## config.mk

```make
export PLATFORM = sky130hd
export DESIGN_NAME = alu_arbiter
export DESIGN_NICKNAME = d
export VERILOG_FILES = /design/src/rtl/alu_pkg.sv /design/src/rtl/alu_core.sv /design/src/rtl/alu_arbiter.sv
export SDC_FILE = /design/constraint.sdc
export NUM_CORES = 1
export LEC_CHECK = 0
export BUFFER_PORTS_ARGS = -buffer_cell sky130_fd_sc_hd__buf_4
export CORE_ASPECT_RATIO = 0.8
export CORE_MARGIN = 2
export CORE_UTILIZATION = 47
export CTS_CLUSTER_SIZE = 16
export DETAILED_ROUTE_END_ITERATION = 10
export PLACE_DENSITY = 0.72
export SYNTH_ARGS = -nofsm -noshare
export SYNTH_HDL_FRONTEND = slang
export SYNTH_SLANG_ARGS = --single-unit
```

## constraint.sdc

```tcl
create_clock -name clk -period 5.4 [get_ports clk]
set_input_delay 0.27 -clock clk [delete_from_list [all_inputs] [get_ports clk]]
set_output_delay 0.27 -clock clk [all_outputs]
set_load 0.01 [all_outputs]
```

## src/rtl/alu_pkg.sv

```systemverilog
// Shared definitions for the two-requester ALU: default width, opcodes and FSM states.
package alu_pkg;

    localparam int unsigned DEFAULT_WIDTH = 4;

    localparam logic [2:0] OP_ADD = 3'b000;
    localparam logic [2:0] OP_SUB = 3'b001;
    localparam logic [2:0] OP_NOT = 3'b010;
    localparam logic [2:0] OP_AND = 3'b011;
    localparam logic [2:0] OP_OR  = 3'b100;
    localparam logic [2:0] OP_XOR = 3'b101;
    localparam logic [2:0] OP_SLT = 3'b110;
    localparam logic [2:0] OP_EQ  = 3'b111;

    typedef enum logic [1:0] {
        IDLE = 2'd0,
        EXEC = 2'd1,
        RESP = 2'd2
    } state_t;

endpackage

```

## src/rtl/alu_core.sv

```systemverilog
// Combinational 8-operation ALU; flags are only meaningful for add/sub except zero.
module alu_core
    import alu_pkg::*;
#(
    parameter int unsigned WIDTH = DEFAULT_WIDTH
) (
    input  logic [WIDTH-1:0] a,
    input  logic [WIDTH-1:0] b,
    input  logic [2:0]       op,
    output logic [WIDTH-1:0] result,
    output logic             carry,
    output logic             ovf,
    output logic             zero
);

    logic             w_sub;
    logic [WIDTH-1:0] w_bx;
    logic [WIDTH:0]   w_sum;

    // Subtraction reuses the adder as A + ~B + 1, so carry means no-borrow.
    assign w_sub = (op == OP_SUB);
    assign w_bx  = w_sub ? ~b : b;
    assign w_sum = {1'b0, a} + {1'b0, w_bx} + {{WIDTH{1'b0}}, w_sub};

    always_comb begin
        result = '0;
        carry  = 1'b0;
        ovf    = 1'b0;
        case (op)
            OP_ADD, OP_SUB: begin
                result = w_sum[WIDTH-1:0];
                carry  = w_sum[WIDTH];
                ovf    = (a[WIDTH-1] == w_bx[WIDTH-1]) && (w_sum[WIDTH-1] != a[WIDTH-1]);
            end
            OP_NOT: result = ~a;
            OP_AND: result = a & b;
            OP_OR:  result = a | b;
            OP_XOR: result = a ^ b;
            OP_SLT: result = {{(WIDTH-1){1'b0}}, ($signed(a) < $signed(b))};
            OP_EQ:  result = {{(WIDTH-1){1'b0}}, (a == b)};
            default: result = '0;
        endcase
    end

    assign zero = (result == '0);

endmodule

```

## src/rtl/alu_arbiter.sv

```systemverilog
// Two-requester front end for alu_core: arbitration, operand capture, one-cycle
// execute stage and a result register held until the consumer accepts it.
module alu_arbiter
    import alu_pkg::*;
#(
    parameter int unsigned WIDTH = DEFAULT_WIDTH,
    parameter bit          RR_EN = 1'b1
) (
    input  logic             clk,
    input  logic             rst_n,
    input  logic             req0_valid,
    output logic             req0_ready,
    input  logic [WIDTH-1:0] req0_a,
    input  logic [WIDTH-1:0] req0_b,
    input  logic [2:0]       req0_op,
    input  logic             req1_valid,
    output logic             req1_ready,
    input  logic [WIDTH-1:0] req1_a,
    input  logic [WIDTH-1:0] req1_b,
    input  logic [2:0]       req1_op,
    output logic             rsp_valid,
    input  logic             rsp_ready,
    output logic             rsp_id,
    output logic [WIDTH-1:0] rsp_result,
    output logic             rsp_zero,
    output logic             rsp_carry,
    output logic             rsp_ovf,
    output logic             busy
);

    state_t           r_state;
    state_t           w_next;
    logic             r_last;
    logic [WIDTH-1:0] r_a;
    logic [WIDTH-1:0] r_b;
    logic [2:0]       r_op;
    logic             r_id;

    logic             r_rsp_id;
    logic [WIDTH-1:0] r_rsp_result;
    logic             r_rsp_zero;
    logic             r_rsp_carry;
    logic             r_rsp_ovf;

    logic             w_any;
    logic             w_grant;
    logic             w_accept;
    logic [WIDTH-1:0] w_result;
    logic             w_carry;
    logic             w_ovf;
    logic             w_zero;

    // w_grant is only meaningful while w_any is high.
    always_comb begin
        w_any = req0_valid | req1_valid;
        if (req0_valid && req1_valid) begin
            w_grant = RR_EN ? ~r_last : 1'b0;
        end else begin
            w_grant = ~req0_valid;
        end
    end

    assign req0_ready = (r_state == IDLE) && w_any && !w_grant;
    assign req1_ready = (r_state == IDLE) && w_any && w_grant;
    assign w_accept   = req0_ready | req1_ready;

    always_comb begin
        w_next = r_state;
        case (r_state)
            IDLE:    if (w_accept) w_next = EXEC;
            EXEC:    w_next = RESP;
            RESP:    if (rsp_ready) w_next = IDLE;
            default: w_next = IDLE;
        endcase
    end

    always_ff @(posedge clk or negedge rst_n) begin
        if (!rst_n) begin
            r_state <= IDLE;
            r_last  <= 1'b1;
            r_a     <= '0;
            r_b     <= '0;
            r_op    <= '0;
            r_id    <= 1'b0;
        end else begin
            r_state <= w_next;
            if (w_accept) begin
                r_last <= w_grant;
                r_id   <= w_grant;
                r_a    <= w_grant ? req1_a  : req0_a;
                r_b    <= w_grant ? req1_b  : req0_b;
                r_op   <= w_grant ? req1_op : req0_op;
            end
        end
    end

    alu_core #(.WIDTH(WIDTH)) u_core (
        .a      (r_a),
        .b      (r_b),
        .op     (r_op),
        .result (w_result),
        .carry  (w_carry),
        .ovf    (w_ovf),
        .zero   (w_zero)
    );

    always_ff @(posedge clk or negedge rst_n) begin
        if (!rst_n) begin
            r_rsp_id     <= 1'b0;
            r_rsp_result <= '0;
            r_rsp_zero   <= 1'b0;
            r_rsp_carry  <= 1'b0;
            r_rsp_ovf    <= 1'b0;
        end else if (r_state == EXEC) begin
            r_rsp_id     <= r_id;
            r_rsp_result <= w_result;
            r_rsp_zero   <= w_zero;
            r_rsp_carry  <= w_carry;
            r_rsp_ovf    <= w_ovf;
        end
    end

    assign rsp_valid  = (r_state == RESP);
    assign busy       = (r_state != IDLE);
    assign rsp_id     = r_rsp_id;
    assign rsp_result = r_rsp_result;
    assign rsp_zero   = r_rsp_zero;
    assign rsp_carry  = r_rsp_carry;
    assign rsp_ovf    = r_rsp_ovf;

endmodule

```

Yosys cells after proc, flatten, opt, wreduce, memory -nomap -nowiden
Index checks and enable logic that the tools add are counted.
{"block": "word_totals", "register_bits": 23, "in_bits": 27, "output_inout_bits": 12, "word_cells": 60}
{"block": "op_classes", "n_addsub": 2, "magnitude_cmp": 1, "n_eq_ne": 14, "n_mux": 11, "n_bitwise": 9, "n_reduce_logical": 12}
{"operator": "4-bit one-hot mux with 7 select lines", "count": 1}
{"operator": "3-bit equality test, second input constant", "count": 4}
{"operator": "4-bit two-way mux", "count": 3}
{"operator": "4-bit inverter", "count": 2}
{"operator": "3-bit by 2-bit equality test with 1-bit output, second input constant", "count": 2}
{"operator": "2-bit one-hot mux with 3 select lines", "count": 1}
{"operator": "4-bit by 4-bit adder with 5-bit output", "count": 1}
{"operator": "5-bit by 1-bit adder with 5-bit output", "count": 1}
{"operator": "1-bit logical AND", "count": 5}
{"operator": "4-bit AND", "count": 1}
{"operator": "4-bit equality test", "count": 1}
{"operator": "4-bit zero test", "count": 1}
{"operator": "4-bit less-than comparator", "count": 1}
{"operator": "2-bit two-way mux", "count": 2}
{"operator": "4-bit bitwise OR", "count": 1}
{"operator": "4-bit XOR", "count": 1}
{"operator": "3-bit by 1-bit equality test with 1-bit output, second input constant", "count": 1}
{"operator": "3-bit zero test", "count": 1}
{"operator": "1-bit two-way mux", "count": 3}
{"operator": "3-bit two-way mux", "count": 1}
{"operator": "2-bit by 1-bit equality test with 1-bit output, second input constant", "count": 1}
{"operator": "2-bit equality test, second input constant", "count": 1}
{"operator": "2-bit zero test", "count": 1}
{"operator": "2-bit by 1-bit != test with 1-bit output, second input constant", "count": 1}
{"operator": "other kinds (9)", "count": 11}

Depth between registers and ports, before layout
Gate-level depths: netlist (run 1).
{"block": "depth", "word_depth": 7, "ltp_mapped": 10, "ltp_nobuf": 9}

By module
A second synthesis (run 1) with hierarchy kept.
{"block": "hier_totals", "cells_unflattened": 184, "area_unflattened_um2": 1657.8}
{"mod": "alu_arbiter", "n_inst": 1, "cells_each": 100, "area_per_inst_um2": 1043.5, "seq_area_each_um2": 576.8}
{"mod": "alu_core", "n_inst": 1, "cells_each": 84, "area_per_inst_um2": 614.3, "seq_area_each_um2": 0.0}

Worst setup path before layout (run 1)
Ideal clock, no wire load.
{"block": "synth_timing", "path_kind": "register to register", "startpoint": "register r_op[1]", "endpoint": "register r_rsp_zero (netlist: rsp_zero)", "setup_time_ns": 0.122, "arrival_ns": 2.335, "required_time_ns": 5.278, "path_slack_ns": 2.944, "path_stages_with_launch": 11, "n_path_buf": 1, "period_less_slack_ns": 2.456, "cell_sequence": "dfrtp_1 buf_4 nor2_1 and2_0 xnor2_1 inv_1 fa_1 and2_1 a211oi_1 nor2_1 a32o_1"}
{"block": "synth_via", "elab_chain_len": 6, "word_cells_on_any_way": 14, "classes_between": "2 x add/sub; 7 x eq/ne; 2 x mux; 3 x reduce/logical"}
{"item": "start: declaration", "line": "alu_arbiter.sv:36", "rtl": "logic [2:0] r_op;"}
{"item": "start signal: assignment", "line": "alu_arbiter.sv:92", "rtl": "r_op <= w_grant ? req1_op : req0_op;"}
{"item": "3-bit by 1-bit equality test with 1-bit output", "line": "alu_core.sv:21, alu_core.sv:29"}
{"item": "4-bit two-way mux", "line": "alu_core.sv:22", "rtl": "assign w_bx = w_sub ? ~b : b;"}
{"item": "4-bit by 4-bit adder with 5-bit output", "line": "alu_core.sv:23", "rtl": "assign w_sum = {1'b0, a} + {1'b0, w_bx} + {{WIDTH{1'b0}}, w_sub};"}
{"item": "5-bit by 1-bit adder with 5-bit output", "line": "alu_core.sv:23"}
{"item": "4-bit one-hot mux with 7 select lines (*)", "line": "alu_core.sv:29", "rtl": "case (op)"}
{"item": "4-bit zero test (*)", "line": "alu_core.sv:45", "rtl": "assign zero = (result == '0);"}
{"item": "end signal: assignment", "line": "alu_arbiter.sv:117", "rtl": "r_rsp_zero <= w_zero;"}
{"item": "end: declaration", "line": "alu_arbiter.sv:41", "rtl": "logic r_rsp_zero;"}
Every way passes the cells marked *; elsewhere a longest branch is shown, timed or not.
A chain may end at the register's enable or synchronous reset.

Final worst setup path (run 1)
Ends and elaborated chain as after synthesis.

==> run_results.csv, run 1 <==
group,metric,value,unit
run_status,run_status,"completed",
yosys,synth_ff_type,"dfrtp_1",
job,max-cap-violations,0,
routing,drt_wl_total,3.59,mm
timing,setup_tns,0,ps
yosys,syn-mean-instance-area,9.46,sq um
grt,grt_overflow,0,
yosys,yosysTopAreaCell,"dfrtp_1",
finish,n_antenna_cell,0,
yosys,yosysWarnings,0,
routing,viasPerCell,5.66,
yosys,synth_cells,165,
routing,wl_met3,280,um
clock_network,postCtsSetupBuffers,0,
routing,drt_iter0_markers,110,
power_and_ir_drop,p_per_area,638,nW/um^2
yosys,yosysSeqAreaShare,36.9,%
place,dp_hpwl,2.83,mm
clock_network,clk_latency,260,ps
setup_path,crit_type,"flip-flop to flip-flop",
routing,ant_nets,0,
yosys,synth_area,1560,sq um
timing,hold_slack,189,ps
floorplanning,core_area,3130,sq um
routing,drc,0,
routing,wl_per_cell,14.8,um
grt,antenna_found_initial,0,
yosys,synthTopCellsByArea,"dfrtp_1 (35%), ha_1 (12%), a222oi_1 (7.1%)",
finish,layout-drive-gt1-share,24.3,%
clock_network,cts_sinks,23,
clock_network,cts_resized,0,
finish,design_area,1920,sq um
timing,drv_slew,0,
yosys,async_flop_share,100,%
timing,maxSlewHeadroom,49.0,%
finish,finalNetCount,246,
floorplanning,die_height,55.6,um
clock_network,htree_levels,1,
clock_network,cts_buffers,3,
power_and_ir_drop,finalPower,1230,uW
finish,fillers,258,
floorplanning,die_x,68.4,um
floorplanning,die_area,3800,sq um
yosys,syn-num-nets,208,
floorplanning,num_io_pins,39,
yosys,synth-seq-cells,23,
place,place_congestion,0.855,
floorplanning,rows,18,
yosys,synth_cell_types,40,
clock_network,clk_pin_slew,80,ps
yosys,synth_top_area_share,35.3,%
setup_path,reg2reg_slack,2700,ps
timing,hold_violations,0,
grt,grt_usage,19.7,%
setup_path,cp.arrival,2850,ps
timing,fin_crit_sh,50.0,%
grt,grt_pass1_vias,1314,
power_and_ir_drop,power_leakage,0.000984,uW
timing,grt_setup_unrepaired,"no",
clock_network,cts_tree,"done",
routing,wl_met2,1.66,mm
power_and_ir_drop,ir_drop,0.000313,V
setup_path,cp-start-kind,"flip-flop",
yosys,yosysMostFrequentCell,"inv_1",
timing,fin_crit,2700,ps
routing,num_vias,1370,
yosys,netlist_top_cells_count,"inv_1 (29), dfrtp_1 (22), ha_1 (15)",
timing,finClkSkew,1.09,ps
place,port_buffers,38,
timing,fmax,370,MHz
routing,top_layer_used,"met4",
routing,wl_met1,1.62,mm
routing,first_pass_iters,9,
clock_network,hold_buffers,1,
yosys,synth_edf_count,0,
grt,grt_pass1_wl,5.81,mm
clock_network,clock_path_buffers,2,
finish,area_growth,23.1,%
timing,setup_violations,0,
timing,worstMarginPinSlew,762,ps
floorplanning,start_util,49.9,%
setup_path,crit_fanout,13,
place,placed_area,1870,sq um
setup_path,required,5550,ps
clock_network,cts_root_buf,"clkbuf_8",
worst_hold_path,hp-class,"input port to flip-flop",
grt,grt_max_degree,24,
setup_path,endpoint_kind,"flip-flop",
-- report_power, final --
part	switching (uW)	total, uW	internal [uW]
registers	114	374	260
logic	388	748	360
clock network	51.0	104	52.6
total	554	1230	672
-- final cells by class --
type	count	area, sq um	area share (%)
Clock buffer	4	45.0	2.34
Inverter	29	109	5.66
Tap cell	40	50.0	2.60
Timing Repair Buffer	41	310	16.1
Multi-Input combinational cell	105	831	43.2
Sequential cell	23	577	30.0
-- cells in the final DEF, fill, tap and decap left out, types with 5 or more instances in the layout --
cell	netlist	layout
a222oi_1	11	11
ha_1	15	15
o21ai_0	11	11
buf_4	1	40
nand2_1	11	11
a21oi_1	6	6
dfrtp_1	22	22
nor2_1	6	6
inv_1	29	29
xnor2_1	5	5
nor2b_1	5	5
-- per-stage QoR --
step	utilization (%)	instances	setup slack, ps
detailed placement	59.6	237	2720
CTS	61.4	242	2720
global route	61.4	242	2490
finish	61.4	242	2700
global placement	59.6	237	2860
floorplan	-	165	2940
-- worst paths after layout --
kind                            from          to  cells after the start
max reg2reg                  r_op[1]    rsp_zero                      9
min reg2reg                     r_id        r_id                      1
max                          r_op[1]    rsp_zero                      9
min                        rsp_ready  r_state[1]                      2
max in group asynchronous      rst_n      r_last                      2
min in group asynchronous      rst_n      rsp_id                      2
-- cells by family (layout without fill, tap and decap cells) --
logic type | Yosys count | after routing | share of synthesized area, %
flip-flops | 23 | 23 | 36.9
AO/OA/AOI/OAI | 48 | 48 | 24.1
buffers and inverters | 37 | 74 | 9.86
multiplexers | 2 | 2 | 1.44
adder cells (fa/ha/maj) | 16 | 16 | 13.3
XOR/XNOR | 5 | 5 | 2.80
AND/OR/NAND/NOR | 34 | 34 | 11.5
-- flip-flops by register name, summed over array words and instances, names as in the netlist, 2 cells and up --
name	flops
r_a	4
r_b	4
r_op	3
r_state	2
rsp_result	4
-- worst max-delay path: stages (launching register included) --
cell,delay [ps]
dfrtp_1,530
nor2_1,280
and2_0,290
xnor2_1,170
inv_1,80
fa_1,440
and2_1,150
a211oi_1,290
nor2_1,90
a32o_1,260
-- routing by layer --
metal / up-vias / GRT usage (%)
met5: - / 0
met4: 0 / 4.29
met3: 4 / 4.68
met2: 66 / 31.3
met1: 646 / 26.9
li1: 654 / -
(Power assumes the default switching activity.)
==> run 2, diff against run 1 <==
--- a/config.mk
+++ b/config.mk
@@ -5,13 +5,14 @@
 export SDC_FILE = /design/constraint.sdc
 export NUM_CORES = 1
 export LEC_CHECK = 0
+export ABC_AREA = 1
 export BUFFER_PORTS_ARGS = -buffer_cell sky130_fd_sc_hd__buf_4
 export CORE_ASPECT_RATIO = 0.8
 export CORE_MARGIN = 2
 export CORE_UTILIZATION = 47
 export CTS_CLUSTER_SIZE = 16
 export DETAILED_ROUTE_END_ITERATION = 10
-export PLACE_DENSITY = 0.72
+export PLACE_DENSITY = 0.74
 export SYNTH_ARGS = -nofsm -noshare
 export SYNTH_HDL_FRONTEND = slang
 export SYNTH_SLANG_ARGS = --single-unit
==> constraint.sdc (replaced) <==
create_clock -name clk -period 2.4 [get_ports clk]
set_input_delay 0.12 -clock clk [delete_from_list [all_inputs] [get_ports clk]]
set_output_delay 0.12 -clock clk [all_outputs]
set_load 0.01 [all_outputs]
==> run 2 against run 1 <==
  * Power rose by 130%
  * Hold slack got worse by 160 ps
  * Largest cell class unchanged
  * Non-clock buffer count rose by 3
  * Wire length fell by 5.1%
  * Clock-buffer cell count fell by 1
  * Fmax rose by 24%
  * Die area rose by 5.9%
  * Highest routed layer unchanged
  * Register-to-register slack got worse by 2500 ps
==> run_results.csv, run 2 <==
group,metric,value,unit
routing,viasPerCell,4.88,
timing,drv_slew,0,
routing,first_pass_iters,4,
power_and_ir_drop,power_leakage,0.00107,uW
yosys,yosysMostFrequentCell,"nand2_1",
power_and_ir_drop,share_comb_of_total_power,64.9,%
power_and_ir_drop,switching_share,48.6,%
yosys,syn-mean-instance-area,7.76,sq um
yosys,synth_cell_types,32,
setup_path,cp-start-kind,"flip-flop",
yosys,syn-num-nets,257,
grt,grt_pass1_vias,1344,
finish,multi_input_area,900,sq um
setup_path,crit_fanout,5,
timing,hold_violations,0,
setup_path,required,2600,ps
timing,worstMarginPinSlew,439,ps
yosys,yosysSeqAreaShare,34.7,%
timing,fin_ws,216,ps
finish,final_cell_mix,"nand2_1 (58), buf_4 (43), inv_1 (34), dfrtp_1 (22)",
floorplanning,num_io_pins,39,
yosys,synth-seq-cells,23,
worst_hold_path,hold_depth,2,
power_and_ir_drop,p_sw,1350,uW
yosys,synth_ff_type,"dfrtp_1",
timing,fin_crit_sh,91.0,%
grt,gr-usage-met1,26.7,%
power_and_ir_drop,ir_drop,0.000721,V
clock_network,cts_tree,"done",
worst_hold_path,hp-class,"input port to flip-flop",
finish,n_antenna_cell,0,
timing,setup_violations,0,
timing,fin_crit,2180,ps
grt,grt_overflow,0,
power_and_ir_drop,p_per_area,1360,nW/um^2
timing,maxSlewHeadroom,70.7,%
power_and_ir_drop,internal-power,1430,uW
place,placed_cells,293,
yosys,synth_area,1660,sq um
clock_network,cts_root_buf,"clkbuf_8",
power_and_ir_drop,p_clk_share,9.1,%
place,dp_hpwl,2.75,mm
yosys,synth_cells,214,
clock_network,clk_latency,270,ps
grt,grt_use_met3,3.71,%
place,place_congestion,0.884,
floorplanning,die_area,4030,sq um
finish,stdcell_count,298,
run_status,run_status,"completed",
yosys,synthTopCellsByArea,"dfrtp_1 (33%), nand2_1 (13%), ha_1 (11%)",
routing,drc,0,
floorplanning,start_util,48.8,%
finish,fillers,318,
clock_network,cts_sinks,23,
setup_path,endpoint_kind,"flip-flop",
clock_network,htree_levels,1,
finish,layout-drive-gt1-share,24.6,%
power_and_ir_drop,power_frac_seq,26.0,%
setup_path,crit_type,"flip-flop to flip-flop",
grt,antenna_found_initial,0,
floorplanning,rows,19,
place,placed_area,1980,sq um
finish,seqCellArea,577,sq um
routing,num_vias,1455,
place,port_buffers,38,
floorplanning,core_area,3400,sq um
yosys,netlist_top_cells_count,"nand2_1 (58), inv_1 (34), dfrtp_1 (22)",
routing,drt_iter0_markers,37,
routing,ant_nets,0,
routing,drt_wl_total,3.41,mm
routing,wl_per_cell,11.4,um
setup_path,rr_worst_depth,14,
yosys,async_flop_share,100,%
yosys,synth_top_area_share,33.2,%
grt,grt_pass1_wl,5.90,mm
floorplanning,die_height,57.2,um
yosys,yosysTopAreaCell,"dfrtp_1",
timing,fmax,458,MHz
grt,busiest_layer,"met2",
clock_network,clk_pin_slew,90,ps
yosys,synth_edf_count,0,
job,max-cap-violations,0,
clock_network,clock_path_buffers,2,
floorplanning,die_x,70.5,um
finish,design_area,2050,sq um
clock_network,cts_buffers,3,
timing,finClkSkew,5.29,ps
setup_path,cp.arrival,2390,ps
grt,grt_use_met2,29.5,%
finish,mostFrequentLayoutCell,"nand2_1",
grt,grt_usage,18.5,%
yosys,yosysWarnings,0,
finish,area_growth,23.4,%
place,place_ws,266,ps
grt,grt_max_degree,24,
finish,finalNetCount,300,
-- run 2: logic make-up (layout without fill, tap and decap cells) --
| logic type | Yosys count | count (layout) | share of synthesized area, % |
|---|---|---|---|
| adders and majority gates | 16 | 16 | 12.5 |
| and+or+nand+nor | 101 | 101 | 28.3 |
| DFF | 23 | 23 | 34.7 |
| AOI/OAI and AO/OA | 29 | 29 | 11.3 |
| buffers and inverters | 42 | 84 | 11.5 |
| xor gates and xnor gates | 3 | 3 | 1.58 |
-- run 2: power by group through the flow --
stage               sequential [uW]  combinational [uW]  clock [uW]
floorplan                       733                1320           0
global placement                731                1780           0
detailed placement              735                1790           0
CTS                             728                1800         260
global route                    757                2080         278
finish                          725                1810         252
-- run 2: critical path: stages (launching register included) --
cell and delay (ps):
dfrtp_1 410, nor2_4 180, nand2_1 160, xor2_2 180, inv_1 70, fa_1 400
inv_1 90, nand2_1 70, nand2_1 60, o21ai_0 60, inv_1 70, nand2_1 70
nor2_1 90, nand3_1 90, o21bai_2 110
-- run 2: layout make-up --
class | count | share of cell area (%)
multi-input combinational | 149 | 43.9
sequential | 23 | 28.2
timing repair buffer | 44 | 16.2
inverter | 36 | 6.72
tap | 42 | 2.57
clock buffer | 3 | 2.02
clock inverter | 1 | 0.367
-- run 2: path summary, 6_finish.rpt --
check,from,end,slack [ps]
max,r_op[1],rsp_zero,220
min,rsp_ready,r_state[1],20
max reg2reg,r_op[1],rsp_zero,220
min reg2reg,rsp_ovf,rsp_ovf,490
max in group asynchronous,rst_n,r_last,1860
min in group asynchronous,rst_n,r_a[0],270
-- run 2: metrics by stage --
step	util [%]	hold slack, ps	power [uW]	TNS (ps)
after floorplan	-	-176	2050	0
after global placement	58.3	32.3	2510	0
after detailed placement	58.3	33.2	2520	0
after CTS	60.0	21.8	2790	0
after global routing	60.3	39.3	3110	-6.93
final	60.3	24.1	2780	0
-- run 2: timing repair --
item / 4_1_cts / 5_1_grt
setup endpoints to repair: 0 / 1
resized for setup: 0 / 1
setup buffers: 0 / 0
hold endpoints to repair: 22 / 0
hold buffers: 1 / 0
-- run 2: routing by layer --
layer  vias to the layer above  wire length, um
met2                        40             1440
met5                         -                0
li1                        767                -
met1                       645             1730
met4                         0               21
met3                         3              211
==> run 3, diff against run 2 <==
--- a/config.mk
+++ b/config.mk
@@ -5,14 +5,14 @@
 export SDC_FILE = /design/constraint.sdc
 export NUM_CORES = 1
 export LEC_CHECK = 0
-export ABC_AREA = 1
+export ABC_AREA = 0
 export BUFFER_PORTS_ARGS = -buffer_cell sky130_fd_sc_hd__buf_4
 export CORE_ASPECT_RATIO = 0.8
 export CORE_MARGIN = 2
 export CORE_UTILIZATION = 47
 export CTS_CLUSTER_SIZE = 16
 export DETAILED_ROUTE_END_ITERATION = 10
-export PLACE_DENSITY = 0.74
+export PLACE_DENSITY = 0.75
 export SYNTH_ARGS = -nofsm -noshare
 export SYNTH_HDL_FRONTEND = slang
 export SYNTH_SLANG_ARGS = --single-unit
==> run 3 against run 2 <==
  * Clock power shrank 6%
  * Flip-flop and latch count is the same
  * Die area shrank 5.6%
  * Final cell count shrank 16%
  * Critical path depth shrank 5
  * Final area shrank 2.0%
  * Hold slack gained 22 ps
  * Utilization grew 3.9 points
  * Sequential share of layout area grew 0.64 points
  * Critical path type unchanged
  * Critical endpoint unchanged
  * Largest cell class unchanged
==> run_results.csv, run 3 (same netlist as run 1, synthesis figures left out) <==
group,metric,value,unit
run_status,run_status,"completed",
finish,n_antenna_cell,0,
setup_path,crit_path_top_delay_cell,"fa_1",
setup_path,cp.arrival,2460,ps
floorplanning,die_height,55.6,um
clock_network,htree_levels,1,
routing,drc,0,
place,place_congestion,0.857,
worst_hold_path,hp-class,"input port to flip-flop",
grt,grt_max_degree,24,
timing,maxSlewHeadroom,48.0,%
routing,first_pass_iters,7,
grt,grt_usage,20.6,%
timing,setup_violations,0,
finish,final_cell_mix,"buf_4 (48), inv_1 (29), dfrtp_1 (21), ha_1 (15)",
floorplanning,rows,18,
power_and_ir_drop,p_per_area,1480,nW/um^2
finish,finalNetCount,254,
place,port_buffers,38,
setup_path,cpPeakStageDelay,460,ps
timing,finClkSkew,6.82,ps
clock_network,cts_sinks,23,
routing,drt_wl_total,3.72,mm
power_and_ir_drop,power_leakage,0.00103,uW
clock_network,postCtsSetupBuffers,0,
setup_path,endpoint_kind,"flip-flop",
timing,fin_crit_sh,95.8,%
floorplanning,die_x,68.4,um
grt,grt_pass1_vias,1365,
power_and_ir_drop,ir_drop,0.000592,V
place,dp_hpwl,2.90,mm
power_and_ir_drop,finalPower,2970,uW
clock_network,cts_tree,"done",
routing,wl_per_cell,14.9,um
clock_network,clk_pin_slew,80,ps
routing,drt_iter0_markers,105,
timing,fin_crit,2300,ps
timing,drv_slew,0,
setup_path,crit_chain,"nor2_2, and2_4, xnor2_1, inv_1, fa_1, and2_1, a211oi_2, nor2_1, a32o_1",
setup_path,crit_fanout,4,
floorplanning,die_area,3800,sq um
clock_network,clk_latency,260,ps
finish,area_growth,28.5,%
setup_path,crit_type,"flip-flop to flip-flop",
clock_network,cts_buffers,3,
finish,layout-drive-gt1-share,30.0,%
timing,fmax,435,MHz
finish,fillers,264,
clock_network,cts_root_buf,"clkbuf_8",
finish,mostFrequentLayoutCell,"buf_4",
grt,antenna_found_initial,0,
floorplanning,num_io_pins,39,
timing,hold_violations,0,
place,place_ws,56.8,ps
floorplanning,core_area,3130,sq um
job,max-cap-violations,0,
routing,ant_nets,0,
routing,viasPerCell,5.59,
timing,fin_ws,101,ps
grt,grt_overflow,0,
routing,num_vias,1398,
floorplanning,start_util,49.9,%
setup_path,required,2560,ps
timing,worstMarginPinSlew,777,ps
setup_path,cp-start-kind,"flip-flop",
finish,utilization,64.1,%
grt,grt_pass1_wl,6.04,mm
clock_network,clock_path_buffers,2,
run 3: changes by cell type in the layout (fill, tap and decap cells not counted), sizes merged, moves of 4 or more:
cell | previous run | this run
o211ai | 11 | 0
inv | 36 | 29
nand4 | 4 | 0
nand3 | 9 | 1
nand2 | 61 | 11
buf | 43 | 48
a222oi | 0 | 11
xnor2 | 0 | 5
nor2 | 20 | 6
nor2b | 0 | 5
run 3: through the flow:
step | hold WS (ps) | cells | cell area [sq um] | setup TNS (ps)
after global placement | 21.1 | 245 | 1930 | 0
after detailed placement | 29.8 | 245 | 1930 | 0
after floorplan | -176 | 165 | 1560 | 0
after global routing | 42.5 | 250 | 2010 | -1.40
after CTS | 44.7 | 250 | 1980 | 0
final | 46.0 | 250 | 2010 | 0
run 3: timing repair:
action,4_1_cts,5_1_grt
setup endpoints to repair,0,1
endpoints found under the hold margin,22,0
resized for setup,0,5
hold buffers,1,0
run 3: worst paths after layout:
kind	start	endpoint	slack (ps)	cells after the start
worst max-delay path	r_op[1]	rsp_zero	100	9
worst min-delay path	rsp_ready	r_state[1]	50	2
worst max register to register	r_op[1]	rsp_zero	100	9
worst min register to register	rsp_carry	rsp_carry	480	2
max in group asynchronous	rst_n	r_last	1840	2
min in group asynchronous	rst_n	rsp_result[3]	270	2
run 3: layer usage:
metal | GRT usage (%) | vias to the layer above | share of wire [%]
met5 | 0 | - | 0
met4 | 7.43 | 0 | 2.0
li1 | - | 670 | -
met3 | 5.30 | 13 | 6.9
met1 | 27.3 | 641 | 44
met2 | 32.0 | 74 | 47
run 3: power by group:
| group | internal [uW] | switching (uW) |
|---|---|---|
| combinational | 927 | 1040 |
| clock | 118 | 119 |
| sequential | 588 | 173 |
run 3: area by class of cell:
| cell class | instances | area, sq um | area share [%] |
|---|---|---|---|
| inverter | 29 | 109 | 5.42 |
| tap | 40 | 50.0 | 2.49 |
| sequential | 23 | 578 | 28.8 |
| multi-input combinational | 105 | 855 | 42.6 |
| clock buffer | 4 | 45.0 | 2.24 |
| timing repair buffer | 49 | 370 | 18.5 |
run 3: critical path, delay by kind of cell (launching register included):
family | cells | cell delay (ps)
adders and majority gates | 1 | 460
xor gates and xnor gates | 1 | 150
buffers and inverters | 1 | 90
and+or+nand+nor | 4 | 570
AOI/OAI and AO/OA | 2 | 500
DFF | 1 | 430
